`config.mk`:
```
export PLATFORM = sky130hd
export DESIGN_NAME = pwm_capture
export DESIGN_NICKNAME = d
export VERILOG_FILES = /design/src/rtl/pwm_capture.sv
export SDC_FILE = /design/constraint.sdc
export NUM_CORES = 1
export LEC_CHECK = 0
export CORE_MARGIN = 10
export CORE_UTILIZATION = 50
export CTS_BUF_LIST = sky130_fd_sc_hd__clkbuf_2 sky130_fd_sc_hd__clkbuf_4 sky130_fd_sc_hd__clkbuf_8
export DETAILED_ROUTE_END_ITERATION = 8
export GPL_TIMING_DRIVEN = 1
export PLACE_DENSITY = 0.67
export SLEW_MARGIN = 20
export SYNTH_ARGS = -nofsm -noshare
export SYNTH_HDL_FRONTEND = slang
export SYNTH_SLANG_ARGS = --single-unit
```
`constraint.sdc`:
```
create_clock -name clk -period 6.05 [get_ports clk]
set_input_delay 1.21 -clock clk [delete_from_list [all_inputs] [get_ports clk]]
set_output_delay 1.21 -clock clk [all_outputs]
set_load 0.03 [all_outputs]
```
`src/rtl/pwm_capture.sv`:
```
// rtl/pwm_capture.sv - PWM period/high-time/duty-code capture with iterative duty divider
module pwm_capture #(
    parameter int CNT_W       = 16,
    parameter int SYNC_STAGES = 2
) (
    input  logic             clk,
    input  logic             reset,
    input  logic             enable,
    input  logic             pwm_in,
    output logic [CNT_W-1:0] period_out,
    output logic [CNT_W-1:0] high_out,
    output logic [6:0]       duty_out,
    output logic             stuck,
    output logic             valid,
    output logic             overrun
);

    localparam logic [CNT_W-1:0] CNT_MAX = '1;

    typedef enum logic {IDLE, MEASURE} state_t;

    state_t state_q, state_d;

    logic [SYNC_STAGES-1:0] sync_q;
    logic                   s, s_d, rise;
    logic [CNT_W-1:0]       period_cnt, high_cnt, s_ext;

    logic                   div_busy, div_done, div_free, div_ge;
    logic [3:0]             div_iter;
    logic [CNT_W-1:0]       div_p, div_h;
    logic [CNT_W:0]         div_rem, div_diff;
    logic [7:0]             div_q, q_m1;
    logic [6:0]             duty_calc;

    logic start_div, drop, timeout, cnt_restart, cnt_step;

    assign s     = sync_q[SYNC_STAGES-1];
    assign rise  = s & ~s_d;
    assign s_ext = {{(CNT_W-1){1'b0}}, s};

    always_ff @(posedge clk) begin
        if (reset) begin
            sync_q <= '0;
            s_d    <= 1'b0;
        end else begin
            sync_q <= {sync_q[SYNC_STAGES-2:0], pwm_in};
            s_d    <= s;
        end
    end

    // The divider may accept a new snapshot on the same edge it retires the previous one.
    assign div_done = div_busy && (div_iter == 4'd8);
    assign div_free = !div_busy || div_done;

    // One restoring step per clock: remainder is kept pre-scaled so H*128 never needs widening.
    assign div_ge    = div_rem >= {1'b0, div_p};
    assign div_diff  = div_ge ? (div_rem - {1'b0, div_p}) : div_rem;
    assign q_m1      = div_q - 8'd1;
    assign duty_calc = (div_q == 8'd0) ? 7'd0 : (div_q[7] ? 7'h7f : q_m1[6:0]);

    always_comb begin
        state_d     = state_q;
        start_div   = 1'b0;
        drop        = 1'b0;
        timeout     = 1'b0;
        cnt_restart = 1'b0;
        cnt_step    = 1'b0;
        case (state_q)
            IDLE: begin
                if (rise) begin
                    state_d     = MEASURE;
                    cnt_restart = 1'b1;
                end
            end
            MEASURE: begin
                if (rise) begin
                    cnt_restart = 1'b1;
                    if (div_free) start_div = 1'b1;
                    else          drop      = 1'b1;
                end else if (period_cnt == CNT_MAX) begin
                    // Timeout waits for any in-flight result so that one is reported first.
                    if (!div_busy) begin
                        timeout = 1'b1;
                        state_d = IDLE;
                    end
                end else begin
                    cnt_step = 1'b1;
                end
            end
            default: state_d = IDLE;
        endcase
        if (!enable) begin
            state_d     = IDLE;
            start_div   = 1'b0;
            drop        = 1'b0;
            timeout     = 1'b0;
            cnt_restart = 1'b0;
            cnt_step    = 1'b0;
        end
    end

    always_ff @(posedge clk) begin
        if (reset) begin
            state_q    <= IDLE;
            period_cnt <= '0;
            high_cnt   <= '0;
            div_busy   <= 1'b0;
            div_iter   <= '0;
            div_p      <= '0;
            div_h      <= '0;
            div_rem    <= '0;
            div_q      <= '0;
            period_out <= '0;
            high_out   <= '0;
            duty_out   <= '0;
            stuck      <= 1'b0;
            valid      <= 1'b0;
            overrun    <= 1'b0;
        end else begin
            state_q <= state_d;
            valid   <= 1'b0;
            overrun <= drop;
            if (!enable) begin
                period_cnt <= '0;
                high_cnt   <= '0;
                div_busy   <= 1'b0;
            end else begin
                if (cnt_restart) begin
                    period_cnt <= {{(CNT_W-1){1'b0}}, 1'b1};
                    high_cnt   <= {{(CNT_W-1){1'b0}}, 1'b1};
                end else if (cnt_step) begin
                    period_cnt <= period_cnt + 1'b1;
                    high_cnt   <= high_cnt + s_ext;
                end else if (timeout) begin
                    period_cnt <= '0;
                    high_cnt   <= '0;
                end

                if (div_busy && !div_done) begin
                    div_rem  <= {div_diff[CNT_W-1:0], 1'b0};
                    div_q    <= {div_q[6:0], div_ge};
                    div_iter <= div_iter + 4'd1;
                end

                if (div_done) begin
                    period_out <= div_p;
                    high_out   <= div_h;
                    duty_out   <= duty_calc;
                    stuck      <= 1'b0;
                    valid      <= 1'b1;
                    div_busy   <= 1'b0;
                end

                if (start_div) begin
                    div_p    <= period_cnt;
                    div_h    <= high_cnt;
                    div_rem  <= {1'b0, high_cnt};
                    div_q    <= '0;
                    div_iter <= '0;
                    div_busy <= 1'b1;
                end

                if (timeout) begin
                    period_out <= '0;
                    high_out   <= '0;
                    duty_out   <= s ? 7'h7f : 7'd0;
                    stuck      <= 1'b1;
                    valid      <= 1'b1;
                end
            end
        end
    end

endmodule

```
== Word level (Yosys, flattened, before mapping) ==
Cells that the tools add are included.

* Equality and inequality tests: 2
* Reductions and logical operators: 17
* Add/sub/neg operators: 5
* Bitwise operators: 5
* Multiplexer cells: 46
* Magnitude comparators: 1

{| class="wikitable"
|+ Operators with widths
! kind !! count
|-
| 16-bit 2-to-1 mux || 8
|-
| 7-bit 2-to-1 mux || 5
|-
| 17-bit 2-to-1 mux || 2
|-
| 1-bit 2-to-1 mux || 26
|-
| 17-bit by 16-bit >= comparator with 1-bit output || 1
|-
| 16-bit by 1-bit adder with 16-bit output || 1
|-
| 16-bit by 1-bit adder with 16-bit output, second input constant || 1
|-
| 16-bit == test, second input constant || 1
|-
| 8-bit 2-to-1 mux || 2
|-
| 16-bit subtractor || 1
|-
| 8-bit logical NOT || 1
|-
| 4-bit 2-to-1 mux || 2
|-
| 2-bit nonzero test || 4
|-
| 7-bit by 1-bit subtractor with 7-bit output, second input constant || 1
|-
| 2-bit AND reduction || 3
|-
| 4-bit by 1-bit adder with 4-bit output, second input constant || 1
|-
| 4-bit == test, second input constant || 1
|-
| 1-bit NOT || 4
|-
| 4-bit OR reduction || 1
|-
| 3-bit nonzero test || 1
|-
| 3-bit OR reduction || 1
|-
| 1-bit logical AND || 2
|-
| 1-bit logical NOT || 2
|-
| 1-bit case mux with 2 select lines || 1
|-
| other kinds (3) || 3
|}

* Word-level logic and storage cells: 95
* Register bits: 140

== Depth between registers and ports, before layout ==
* Depth in word-level cells: 9
* Gate-level depth with buffers: 10
* Mapped depth without buffers: 10

== Worst setup path before layout ==
No wires, ideal clock.

* Path kind: input-to-reg
* Start point: in enable
* End point: reg div_p[5]
* Setup slack: 3.389 ns
* Data arrival time: 2.591 ns
* Library setup time: 0.070 ns
* Required time: 5.980 ns
* Stages on the path: 7
* Cell sequence: buf_2 > nand4b_1 > a21oi_1 > buf_2 > buf_2 > nand2_1 > a21oi_1

* Cells in the longest elaborated chain, start to end: 2

{| class="wikitable"
|+ RTL lines
! item !! line !! RTL
|-
| start, declared || 8 || <nowiki>input logic enable,</nowiki>
|-
| 1-bit 2-to-1 mux || 92 || <nowiki>if (!enable) begin</nowiki>
|-
| 2-bit AND reduction (no source line) (*) || -- ||
|-
| end signal, assigned || 155 || <nowiki>div_p <= period_cnt;</nowiki>
|-
| end, declared || 30 || <nowiki>logic [CNT_W-1:0] div_p, div_h;</nowiki>
|}

Every way passes the cells marked *; elsewhere a longest branch is shown, timed or not.
A chain may end at the register's enable or synchronous reset.

== Worst setup path in the final report ==
* Start point: in enable
* End point: reg div_rem[15]

* Cells in the longest elaborated chain, start to end: 3
* Elaborated cells on any way between the ends: 4

{| class="wikitable"
|+ RTL lines
! item !! line !! RTL
|-
| 1-bit 2-to-1 mux || 92 ||
|-
| 2-bit nonzero test (no source line) || -- ||
|-
| 2-bit AND reduction (no source line) || -- ||
|-
| end signal, assigned || 140 || <nowiki>div_rem <= {div_diff[CNT_W-1:0], 1'b0};</nowiki>
|-
| end signal, assigned || 157 || <nowiki>div_rem <= {1'b0, high_cnt};</nowiki>
|-
| end, declared || 31 || <nowiki>logic [CNT_W:0] div_rem, div_diff;</nowiki>
|}

Parallel ways exist; a longest one is shown, timed or not.

==> impl_metrics.json <==
{
  "status": "completed",
  "dpl_cell_area_sq_mm": 0.00735,
  "die-area_sq_mm": 0.0187,
  "worst_hold_startpoint": "high_out[10]",
  "tightest_slew_ps": 1020,
  "die_w_um": 137,
  "setup_slack_ps": 2470,
  "async_flop_share_pct": 0,
  "diodes": 0,
  "period_share_pct": 59.1,
  "globalplace.congestion": 0.900,
  "place_ws_ps": 2090,
  "cts_tree": "done",
  "wl_um": 20400,
  "grt.overflow.total": 0,
  "cpLargestDelayFamily": "buffers and inverters",
  "critical_path_buf_inv_count": 2,
  "root_buffer": "clkbuf_8",
  "final_core_util_pct": 58.8,
  "min_path_type": "register to register",
  "pwr_density_cell_mw_per_mm2": 236,
  "start_util_pct": 51.4,
  "relSlewSlack_pct": 32.1,
  "finalHoldViolCount": 0,
  "core_sq_mm": 0.0133,
  "nNetsFinal": 908,
  "numCtsBuffers": 17,
  "yosys_most_used_dff": "dfxtp_1",
  "timing.rr.start": "period_cnt[0]",
  "path_clk_slew_ps": 80,
  "synth_cell_types": 69,
  "clock_path_buffers": 2,
  "worstHoldPathCells": 2,
  "insertion_delay_ps": 460,
  "io_buffers": 45,
  "multiInputGateArea_sq_mm": 0.00371,
  "syn_inst": 864,
  "syn_area_per_cell_sq_um": 7.91,
  "max_stage_delay_ps": 780,
  "ir_drop_uv": 162,
  "period_minus_slack_ps": 3580,
  "holdPathEnd": "high_out[10]",
  "r2r_slack_ps": 2950,
  "hold_ws_ps": 451,
  "fin_skew_ps": 10.2,
  "antenna_found_initial": 0,
  "synth_area_sq_mm": 0.00684,
  "drive_above_1_share_pct": 6.61,
  "drt-initial-drc-count": 666,
  "end_kind": "register",
  "wire_per_inst_um": 19.1,
  "grt_pass1_vias": 6179,
  "rsz0062_at_grt": "false",
  "remaining_drc_errors": 0,
  "arrival_ps": 3950,
  "seq_area_frac_synth_pct": 41.0,
  "postCtsHoldBufs": 0,
  "yosysMostFrequentCell": "nand2_1",
  "yosysWarnings": 0,
  "ios": 46,
  "cts_setup_buffers": 0,
  "nFillCells": 1250,
  "final-seq-area_sq_mm": 0.00280,
  "rr_worst_depth": 8,
  "cpMaxStageDelayCell": "clkdlybuf4s50_1",
  "p_leak_nw": 2.67,
  "syn-num-nets": 891,
  "design_area_sq_mm": 0.00782,
  "num_vias": 6622,
  "hpwlAfterDp_um": 14100,
  "criticalPathCategory": "input port to register",
  "path_cells": "clkdlybuf4s50_1 > nand4b_1 > a21oi_2 > buf_4 > nand2_1 > a21oi_1 > a41oi_1 > o31ai_1",
  "firstDrtPassIters": 5,
  "fmax_mhz": 280,
  "synth_area_leaders": "dfxtp_1, a21oi_1, nand2_1",
  "maxCapViolCount": 0,
  "area_growth_pct": 14.3,
  "synth_common_cells": "nand2_1, dfxtp_1, a21oi_1, nand3_1, nor2_1",
  "crit_required_ps": 6420,
  "fin_setup_tns_ps": 0,
  "gr-usage-all-layers_pct": 21.8,
  "ant_nets": 0,
  "synth-edff-count": 0,
  "cp_max_fo": 33,
  "h-tree-depth": 4,
  "synth_top_area_share_pct": 41.0,
  "worstSetupStartpointType": "input port",
  "avgViaCountPerCell": 6.19,
  "setup_violations": 0,
  "yosysTopAreaCell": "dfxtp_1",
  "r2r_end": "high_cnt[11]",
  "report.final.slew_viol_count": 0,
  "cts.sinks": 140,
  "synth_seq_cells": 140,
  "dieHeight_um": 137,
  "core.rowCount": 42,
  "grt_pass1_wl_um": 32600,
  "grt_max_degree": 98,
  "ctsResizeCount": 0
}
[layout by cell type (no fill, tap or decap), drive strengths merged, types with 6 or more instances in the layout]
cell / n
a211oi: 7
a21oi: 124
a22oi: 7
a31oi: 12
and3: 16
buf: 10
clkbuf: 21
clkdlybuf4s50: 44
dfxtp: 140
ha: 22
inv: 30
nand2: 141
nand3: 66
nand4: 16
nor2: 43
nor3: 16
o211ai: 6
o21ai: 45
o221ai: 7
o31ai: 11
xnor2: 8
xor2: 10
[routing by layer]
| metal | track usage (%) | wire length (um) | share of wire, % |
|---|---|---|---|
| met1 | 28.0 | 8920 | 44 |
| met2 | 34.8 | 9550 | 47 |
| met3 | 4.47 | 1450 | 7.1 |
| met4 | 9.37 | 522 | 2.6 |
| met5 | 0 | 0 | 0 |
[flip-flops by register name (all words and copies together) (netlist names), 2 cells and up]
signal,flops
period_cnt,16
div_h,16
div_iter,4
high_cnt,16
sync_q,2
div_rem,17
div_q,8
div_p,16
high_out,16
period_out,16
duty_out,7
[how the worst max path moves through the flow]
stage                     startpoint           to  slack [ps]  cells after the start
after global routing          enable  div_rem[15]        2290                      8
after detailed placement      enable  div_rem[15]        2090                      8
after global placement        enable  div_rem[13]        2230                      8
final                         enable  div_rem[15]        2470                      8
after CTS                     enable  div_rem[15]        2560                      8
after floorplan               enable     div_p[5]        3390                      7
[through the flow]
| stage | total power, mW | std cells |
|---|---|---|
| CTS | 1.85 | 1069 |
| global route | 1.89 | 1069 |
| detailed placement | 0.981 | 1038 |
| global placement | 0.981 | 1038 |
| floorplan | 0.971 | 864 |
| finish | 1.85 | 1069 |
[area by class of cell]
class | instances | share of cell area [%]
inverters | 29 | 1.39
well taps | 176 | 2.82
clock inverters | 10 | 2.40
flip-flops and latches | 140 | 35.9
multi-input cells | 639 | 47.4
repair buffers | 54 | 6.56
clock buffers | 21 | 3.54
[worst reg2reg max path, stage by stage (launching register included)]
cell	delay [ps]
dfxtp_1	480
ha_1	260
nand3_1	190
nor3_2	590
nand4_1	670
buf_4	490
nand2_1	120
mux2_2	140
nor2_1	30
[logic make-up (layout without fill, tap and decap cells)]
| kind of cell | Yosys count | count (layout) | share of synthesized area, % |
|---|---|---|---|
| and+or+nand+nor | 332 | 332 | 23.1 |
| adders and majority gates | 23 | 23 | 4.32 |
| buffers and inverters | 85 | 114 | 5.11 |
| DFF | 140 | 140 | 41.0 |
| muxes | 4 | 4 | 0.622 |
| xor gates and xnor gates | 18 | 18 | 2.31 |
| AOI/OAI and AO/OA | 262 | 262 | 23.6 |
[where the power goes]
| part | switching [mW] | internal [mW] |
|---|---|---|
| Combinational | 0.0294 | 0.00779 |
| Sequential | 0.00174 | 0.922 |
| Clock | 0.366 | 0.521 |
| Total | 0.397 | 1.45 |
Power figures use the tool's default switching activity.
